**src/rtl/ultratank_rom_loader_if.sv**
```systemverilog
// Download bus from hps_io (dn_*) and the registered ROM write port toward ultra_tank (rom_*).
interface ultratank_rom_loader_if;
  logic        dn_download;
  logic        dn_wr;
  logic [15:0] dn_addr;
  logic [7:0]  dn_data;
  logic [13:0] rom_addr;
  logic [7:0]  rom_data;
  logic [3:0]  rom_we;

  modport master (
    output dn_download, dn_wr, dn_addr, dn_data,
    input  rom_addr, rom_data, rom_we
  );

  modport slave (
    input  dn_download, dn_wr, dn_addr, dn_data,
    output rom_addr, rom_data, rom_we
  );
endinterface

```
**src/rtl/ultratank_rom_loader.sv**
```systemverilog
// Ultra Tank ROM download sequencer: region decode, one-hot write strobes, core reset ownership.
// Optional ROM_CHECKSUM_EN adds an 8-bit additive image checksum to the DRAIN verdict.
module ultratank_rom_loader #(
  parameter logic [15:0] PROG_BASE      = 16'h0000,
  parameter logic [15:0] PROG_SIZE      = 16'h2000,
  parameter logic [15:0] OBJ_BASE       = 16'h2000,
  parameter logic [15:0] OBJ_SIZE       = 16'h1000,
  parameter logic [15:0] PF_BASE        = 16'h3000,
  parameter logic [15:0] PF_SIZE        = 16'h0800,
  parameter logic [15:0] PROM_BASE      = 16'h3800,
  parameter logic [15:0] PROM_SIZE      = 16'h0020,
  parameter int unsigned RELEASE_CYCLES = 1024,
  parameter logic [7:0]  EXPECT_SUM     = 8'h00
) (
  input  logic                          clk_sys,
  input  logic                          Reset_n,
  ultratank_rom_loader_if.slave         bus,
  output logic                          core_reset_n,
  output logic                          load_done,
  output logic                          load_err,
  output logic [15:0]                   byte_cnt
);

  localparam int unsigned CW = (RELEASE_CYCLES > 1) ? $clog2(RELEASE_CYCLES) : 1;
  localparam logic [16:0] TOTAL = {1'b0, PROG_SIZE} + {1'b0, OBJ_SIZE}
                                + {1'b0, PF_SIZE} + {1'b0, PROM_SIZE};
  localparam logic [CW-1:0] REL_LAST = CW'(RELEASE_CYCLES - 1);

  typedef enum logic [2:0] {
    S_IDLE, S_LOAD, S_DRAIN, S_RELEASE, S_RUN, S_ERROR
  } state_e;

  state_e        state_q;
  logic          dl_q;
  logic [3:0]    rom_we_q;
  logic [13:0]   rom_addr_q;
  logic [7:0]    rom_data_q;
  logic          core_reset_n_q, load_done_q, load_err_q;
  logic [15:0]   byte_cnt_q;
  logic [CW-1:0] rel_q;
`ifdef ROM_CHECKSUM_EN
  logic [7:0]    sum_q;
`endif

  logic          hit_d, rise_d, pass_d;
  logic [3:0]    we_d;
  logic [13:0]   off_d;

  function automatic logic in_rgn(input logic [15:0] a, input logic [15:0] base,
                                  input logic [15:0] size);
    return ({1'b0, a} >= {1'b0, base}) && ({1'b0, a} < ({1'b0, base} + {1'b0, size}));
  endfunction

  // Priority order PROG, OBJ, PF, PROM resolves any overlapping parameterisation.
  always_comb begin
    hit_d = 1'b0;
    we_d  = '0;
    off_d = '0;
    if (in_rgn(bus.dn_addr, PROG_BASE, PROG_SIZE)) begin
      hit_d = 1'b1; we_d = 4'b0001; off_d = 14'(bus.dn_addr - PROG_BASE);
    end else if (in_rgn(bus.dn_addr, OBJ_BASE, OBJ_SIZE)) begin
      hit_d = 1'b1; we_d = 4'b0010; off_d = 14'(bus.dn_addr - OBJ_BASE);
    end else if (in_rgn(bus.dn_addr, PF_BASE, PF_SIZE)) begin
      hit_d = 1'b1; we_d = 4'b0100; off_d = 14'(bus.dn_addr - PF_BASE);
    end else if (in_rgn(bus.dn_addr, PROM_BASE, PROM_SIZE)) begin
      hit_d = 1'b1; we_d = 4'b1000; off_d = 14'(bus.dn_addr - PROM_BASE);
    end
  end

  always_comb begin
    rise_d = bus.dn_download & ~dl_q;
`ifdef ROM_CHECKSUM_EN
    pass_d = ({1'b0, byte_cnt_q} == TOTAL) && (sum_q == EXPECT_SUM);
`else
    pass_d = ({1'b0, byte_cnt_q} == TOTAL);
`endif
  end

  always_ff @(posedge clk_sys) begin
    if (!Reset_n) begin
      state_q        <= S_IDLE;
      dl_q           <= 1'b0;
      rom_we_q       <= '0;
      rom_addr_q     <= '0;
      rom_data_q     <= '0;
      core_reset_n_q <= 1'b0;
      load_done_q    <= 1'b0;
      load_err_q     <= 1'b0;
      byte_cnt_q     <= '0;
      rel_q          <= '0;
`ifdef ROM_CHECKSUM_EN
      sum_q          <= '0;
`endif
    end else begin
      dl_q     <= bus.dn_download;
      rom_we_q <= '0;
      if (rise_d || (state_q == S_IDLE && bus.dn_download)) begin
        state_q        <= S_LOAD;
        byte_cnt_q     <= '0;
        load_err_q     <= 1'b0;
        load_done_q    <= 1'b0;
        core_reset_n_q <= 1'b0;
`ifdef ROM_CHECKSUM_EN
        sum_q          <= '0;
`endif
      end else begin
        unique case (state_q)
          S_IDLE: core_reset_n_q <= 1'b0;
          S_LOAD: begin
            if (!bus.dn_download) begin
              state_q <= S_DRAIN;
            end else if (bus.dn_wr && hit_d) begin
              rom_we_q   <= we_d;
              rom_addr_q <= off_d;
              rom_data_q <= bus.dn_data;
              if (byte_cnt_q != '1) byte_cnt_q <= byte_cnt_q + 16'd1;
`ifdef ROM_CHECKSUM_EN
              sum_q <= sum_q + bus.dn_data;
`endif
            end
          end
          S_DRAIN: begin
            rel_q <= '0;
            if (pass_d) begin
              state_q <= S_RELEASE;
            end else begin
              state_q    <= S_ERROR;
              load_err_q <= 1'b1;
            end
          end
          S_RELEASE: begin
            if (rel_q == REL_LAST) begin
              state_q        <= S_RUN;
              core_reset_n_q <= 1'b1;
              load_done_q    <= 1'b1;
            end else begin
              rel_q <= rel_q + 1'b1;
            end
          end
          S_RUN: ;
          S_ERROR: begin
            core_reset_n_q <= 1'b0;
            load_done_q    <= 1'b0;
          end
          default: state_q <= S_IDLE;
        endcase
      end
    end
  end

  assign bus.rom_we    = rom_we_q;
  assign bus.rom_addr  = rom_addr_q;
  assign bus.rom_data  = rom_data_q;
  assign core_reset_n  = core_reset_n_q;
  assign load_done     = load_done_q;
  assign load_err      = load_err_q;
  assign byte_cnt      = byte_cnt_q;

endmodule

```
**src/flat_wrapper.sv**
```systemverilog
// flat-port wrapper written by rule: the top's interface ports become plain ports
module ultratank_rom_loader_flat 
#(
  parameter logic [15:0] PROG_BASE      = 16'h0000,
  parameter logic [15:0] PROG_SIZE      = 16'h2000,
  parameter logic [15:0] OBJ_BASE       = 16'h2000,
  parameter logic [15:0] OBJ_SIZE       = 16'h1000,
  parameter logic [15:0] PF_BASE        = 16'h3000,
  parameter logic [15:0] PF_SIZE        = 16'h0800,
  parameter logic [15:0] PROM_BASE      = 16'h3800,
  parameter logic [15:0] PROM_SIZE      = 16'h0020,
  parameter int unsigned RELEASE_CYCLES = 1024,
  parameter logic [7:0]  EXPECT_SUM     = 8'h00
)
  (clk_sys, Reset_n, core_reset_n, load_done, load_err, byte_cnt, bus_dn_download, bus_dn_wr, bus_dn_addr, bus_dn_data, bus_rom_addr, bus_rom_data, bus_rom_we);
  ultratank_rom_loader_if bus_i ();
  input  logic clk_sys;
  input  logic Reset_n;
  output logic core_reset_n;
  output logic load_done;
  output logic load_err;
  output logic [15:0] byte_cnt;
  input wire logic [$bits(bus_i.dn_download)-1:0] bus_dn_download;
  input wire logic [$bits(bus_i.dn_wr)-1:0] bus_dn_wr;
  input wire logic [$bits(bus_i.dn_addr)-1:0] bus_dn_addr;
  input wire logic [$bits(bus_i.dn_data)-1:0] bus_dn_data;
  output wire logic [$bits(bus_i.rom_addr)-1:0] bus_rom_addr;
  output wire logic [$bits(bus_i.rom_data)-1:0] bus_rom_data;
  output wire logic [$bits(bus_i.rom_we)-1:0] bus_rom_we;
  assign bus_i.dn_download = bus_dn_download;
  assign bus_i.dn_wr = bus_dn_wr;
  assign bus_i.dn_addr = bus_dn_addr;
  assign bus_i.dn_data = bus_dn_data;
  assign bus_rom_addr = bus_i.rom_addr;
  assign bus_rom_data = bus_i.rom_data;
  assign bus_rom_we = bus_i.rom_we;
  ultratank_rom_loader #(.PROG_BASE(PROG_BASE), .PROG_SIZE(PROG_SIZE), .OBJ_BASE(OBJ_BASE), .OBJ_SIZE(OBJ_SIZE), .PF_BASE(PF_BASE), .PF_SIZE(PF_SIZE), .PROM_BASE(PROM_BASE), .PROM_SIZE(PROM_SIZE), .RELEASE_CYCLES(RELEASE_CYCLES), .EXPECT_SUM(EXPECT_SUM)) u_core (.clk_sys(clk_sys), .Reset_n(Reset_n), .bus(bus_i), .core_reset_n(core_reset_n), .load_done(load_done), .load_err(load_err), .byte_cnt(byte_cnt));
endmodule
```
**config.mk**
```make
export PLATFORM = sky130hd
export DESIGN_NAME = ultratank_rom_loader_flat
export DESIGN_NICKNAME = d
export VERILOG_FILES = /design/src/rtl/ultratank_rom_loader_if.sv /design/src/rtl/ultratank_rom_loader.sv /design/src/flat_wrapper.sv
export SDC_FILE = /design/constraint.sdc
export NUM_CORES = 1
export LEC_CHECK = 0
export CORE_MARGIN = 1.5
export CORE_UTILIZATION = 38
export CTS_CLUSTER_DIAMETER = 30
export CTS_CLUSTER_SIZE = 10
export DETAILED_ROUTE_END_ITERATION = 12
export DONT_BUFFER_PORTS = 1
export SLEW_MARGIN = 0
export SYNTH_ARGS = -nofsm -noshare
export SYNTH_HDL_FRONTEND = slang
export SYNTH_SLANG_ARGS = --single-unit
```
**constraint.sdc**
```tcl
create_clock -name clk_sys -period 2.6 [get_ports clk_sys]
set_input_delay 0.52 -clock clk_sys [delete_from_list [all_inputs] [get_ports clk_sys]]
set_output_delay 0.52 -clock clk_sys [all_outputs]
set_load 0.01 [all_outputs]
```
==> metrics.md <==
| Metric | Value |
|---|---|
| Sequential share of the synthesized area | `38.5%` |
| Synth Warn # | `0` |
| Clock skew | `15.6 ps` |
| Share of layout cells above drive strength 1 | `9.97%` |
| CTS Buf Count | `9` |
| Post-CTS Resized | `0` |
| Worst-path cell chain | `and4_1, nand4_1, o21ai_1, or4_1, a21oi_1` |
| # hold bufs at CTS | `0` |
| Post-route DRC | `0` |
| Detailed Route Iter0 Violations | `107` |
| Least-Margin Pin Slew | `between 1000 and 1500 ps` |
| Post-synth ARST share | `0%` |
| Core ar. | `7770 sq um` |
| Root Buffer | `clkbuf_8` |
| Post-DRT Antenna Nets | `0` |
| Clk pin slew, worst setup/hold paths | `approximately 60 ps` |
| Clk_lat worst skew | `about 340 ps` |
| Setup Viol. Count Final | `0` |
| CP Launch Type | `flop` |
| Final Hold Viols | `0` |
| WS Path Type | `flop to flop` |
| Synthesized flop and latch total | `59` |
| Die area | `8620 sq um` |
| DRT Wirelength | `7.67 mm` |
| Slowest CP cell | `o21ai_1` |
| Status | `complete, no violations` |
| Final period utilization | `~90%` |
| Slew headroom | `24.7%` |
| GRT Total Usage | `a little under a fifth` |
| Max incr delay on CP | `900 ps` |
| H-tree Lvls | `3` |
| P&R area growth vs syn | `8.45%` |
| Mapped Cells | `363` |
| Arr. time, crit path | `~2500 ps` |
| First-pass GRT wire length | `about 12 mm` |
| Fin crit period | `2330 ps` |
| Fin. max-slew vios | `0` |
| Kind of end point of the critical path | `flop` |
| TritonCTS clock tree | `done` |
| GPL Wtd Cong | `0.765` |
| Initial antenna violation count | `0` |
| Hold Path Class | `input port to flop` |
| Crit path required time | `2800 ps` |
| CP bufs+invs | `0` |
| Final net count | `391` |
| Mapped Nets | `about 400` |
| Top_reg_cell synth | `dfxtp_1` |
| Peak supply drop | `0.313 mV` |
| Leak | `1.03 nW` |
| GRT Residual Overflow | `0` |
| Setup WS pre-CTS | `204 ps` |
| Fmax | `429 MHz` |
| Setup Fix Bufs, Post-CTS | `0` |
| RSZ-0062 raised after global routing | `false` |
| I/O Pins | `73` |
| Rows | `32` |
| Hpwl dp | `5.25 mm` |
| Chip width | `92.8 um` |
| EDFF count, synth | `0` |
| Setup WS post-layout | `266 ps` |
| Netlist cell types | `51` |
| Via count | `2730` |
| Number of global-route vias before repair | `~2500` |
| Number of port buffers | `0` |
| Total of max-cap violations | `0` |
| ANT cells | `0` |
| Wire per inst | `around 17 um` |
| Setup TNS | `0 ps` |
| Pre-antenna DRT Iters | `5` |
| Initial Util | `39.5%` |
| Top cell family by delay on the critical path | `compound AO/OA/AOI/OAI gates` |
| Routed vias/inst | `5.90` |
| Mapped Area | `3070 sq um` |
| # clock sinks | `59` |
| CP max FO | `20` |
| Pin count of the biggest net entering global routing | `35` |
| Die height | `92.8 um` |
| PwrDens | `548 nW/um^2` |
| Clock buffer depth | `2` |
| Syn avg cell area | `8.45 sq um` |
-- power breakdown --
part           switching (mW)  internal, mW  leakage (nW)
Sequential            0.00348         0.908         0.476
Combinational          0.0690        0.0359         0.465
Clock                   0.373         0.434        0.0881
Total                   0.445          1.38          1.03
-- final cells by class --
type	instances	area, sq um
fill	809	4440
multi-input combinational	266	1710
sequential	59	1180
clock buffer	10	128
tap	102	128
timing repair buffer	13	97.6
clock inverter	5	55.1
inverter	8	30.0
-- Yosys cell counts (all sizes together), types with 4 or more instances --
cell | count | area share [%]
o31ai | 13 | 3.2
nor3 | 7 | 1.1
o21ai | 36 | 5.9
dfxtp | 59 | 39
xnor2 | 9 | 2.6
ha | 6 | 2.4
nand4 | 27 | 5.5
nor2 | 16 | 2.0
and3 | 6 | 1.2
a21oi | 25 | 4.4
clkbuf | 19 | 2.3
or3 | 4 | 0.82
inv | 8 | 0.98
nand3 | 16 | 2.6
or4 | 12 | 2.9
nor4 | 11 | 2.9
a21boi | 21 | 5.1
nand2 | 17 | 2.1
buf | 11 | 2.5
and4 | 4 | 1.1
-- final timing paths --
check	startpoint	end	slack, ps	depth (start not counted)
worst max-delay path	u_core.byte_cnt[7]	u_core.byte_cnt[13]	270	5
worst min-delay path	bus_dn_addr[13]	u_core.bus.rom_we[0]	270	1
worst max register to register	u_core.byte_cnt[7]	u_core.byte_cnt[13]	270	5
worst min register to register	u_core.rel_q[8]	u_core.rel_q[8]	520	2
-- worst reg2reg max path, stage by stage, from the launching register on --
cell and delay [ps]:
dfxtp_1 510, and4_1 360, nand4_1 150, o21ai_1 900, or4_1 220, a21oi_1 60
-- layer usage --
metal	vias to the layer above	wire [um]	track usage, %
met5	-	0	0
met4	0	99	6.44
met3	8	633	7.55
met2	81	3370	27.2
met1	1286	3570	23.1
li1	1355	-	-
-- cells by family (layout without fill, tap and decap cells) --
family,Yosys count,count (layout),share of synthesized area (%)
and+or+nand+nor,141,141,27.9
adders and majority gates,6,6,2.45
muxes,1,1,0.326
buffers and inverters,38,36,5.83
AOI/OAI and AO/OA,109,109,22.4
DFF,59,59,38.5
xor gates and xnor gates,9,9,2.57
-- per-stage QoR --
stage	utilization [%]	cells	hold WS, ps	power (mW)	cell area (sq um)
floorplan	-	363	484	1.02	3070
global placement	40.5	448	504	1.03	3140
detailed placement	40.5	448	502	1.04	3140
CTS	42.8	463	255	1.84	3330
global route	42.8	463	251	1.90	3330
finish	42.8	463	267	1.82	3330
-- state kept, by name, indices dropped and copies added, names as in the netlist --
name                 count
u_core.dl_q              1
u_core.core_reset_n      1
u_core.load_err          1
u_core.bus.rom_data      8
u_core.bus.rom_addr     14
u_core.bus.rom_we        4
u_core.rel_q            10
u_core.load_done         1
u_core.byte_cnt         16
u_core.state_q           3
-- cells in the final DEF (no fill, tap or decap), types with 2 or more instances in the layout --
cell        count
or4_1          12
nand4_1        27
nand2_1        17
dfxtp_1        59
o21ai_1         3
o31ai_1        13
clkinv_2        2
and4bb_1        2
or3_1           4
nor3_1          7
a22oi_1         2
nor4_1          9
clkbuf_8        9
clkinvlp_4      2
nand3_1        16
o211ai_1        2
nor2_1         16
o21ai_0        33
nand2b_1        3
nor4b_1         2
and3_1          6
a21oi_1        24
buf_4          13
and4_1          4
or2_2           2
inv_1           8
nor2b_1         3
o21a_1          3
a21boi_0       21
and2_1          2
xnor2_1         9
ha_1            6
Power figures use the tool's default switching activity.
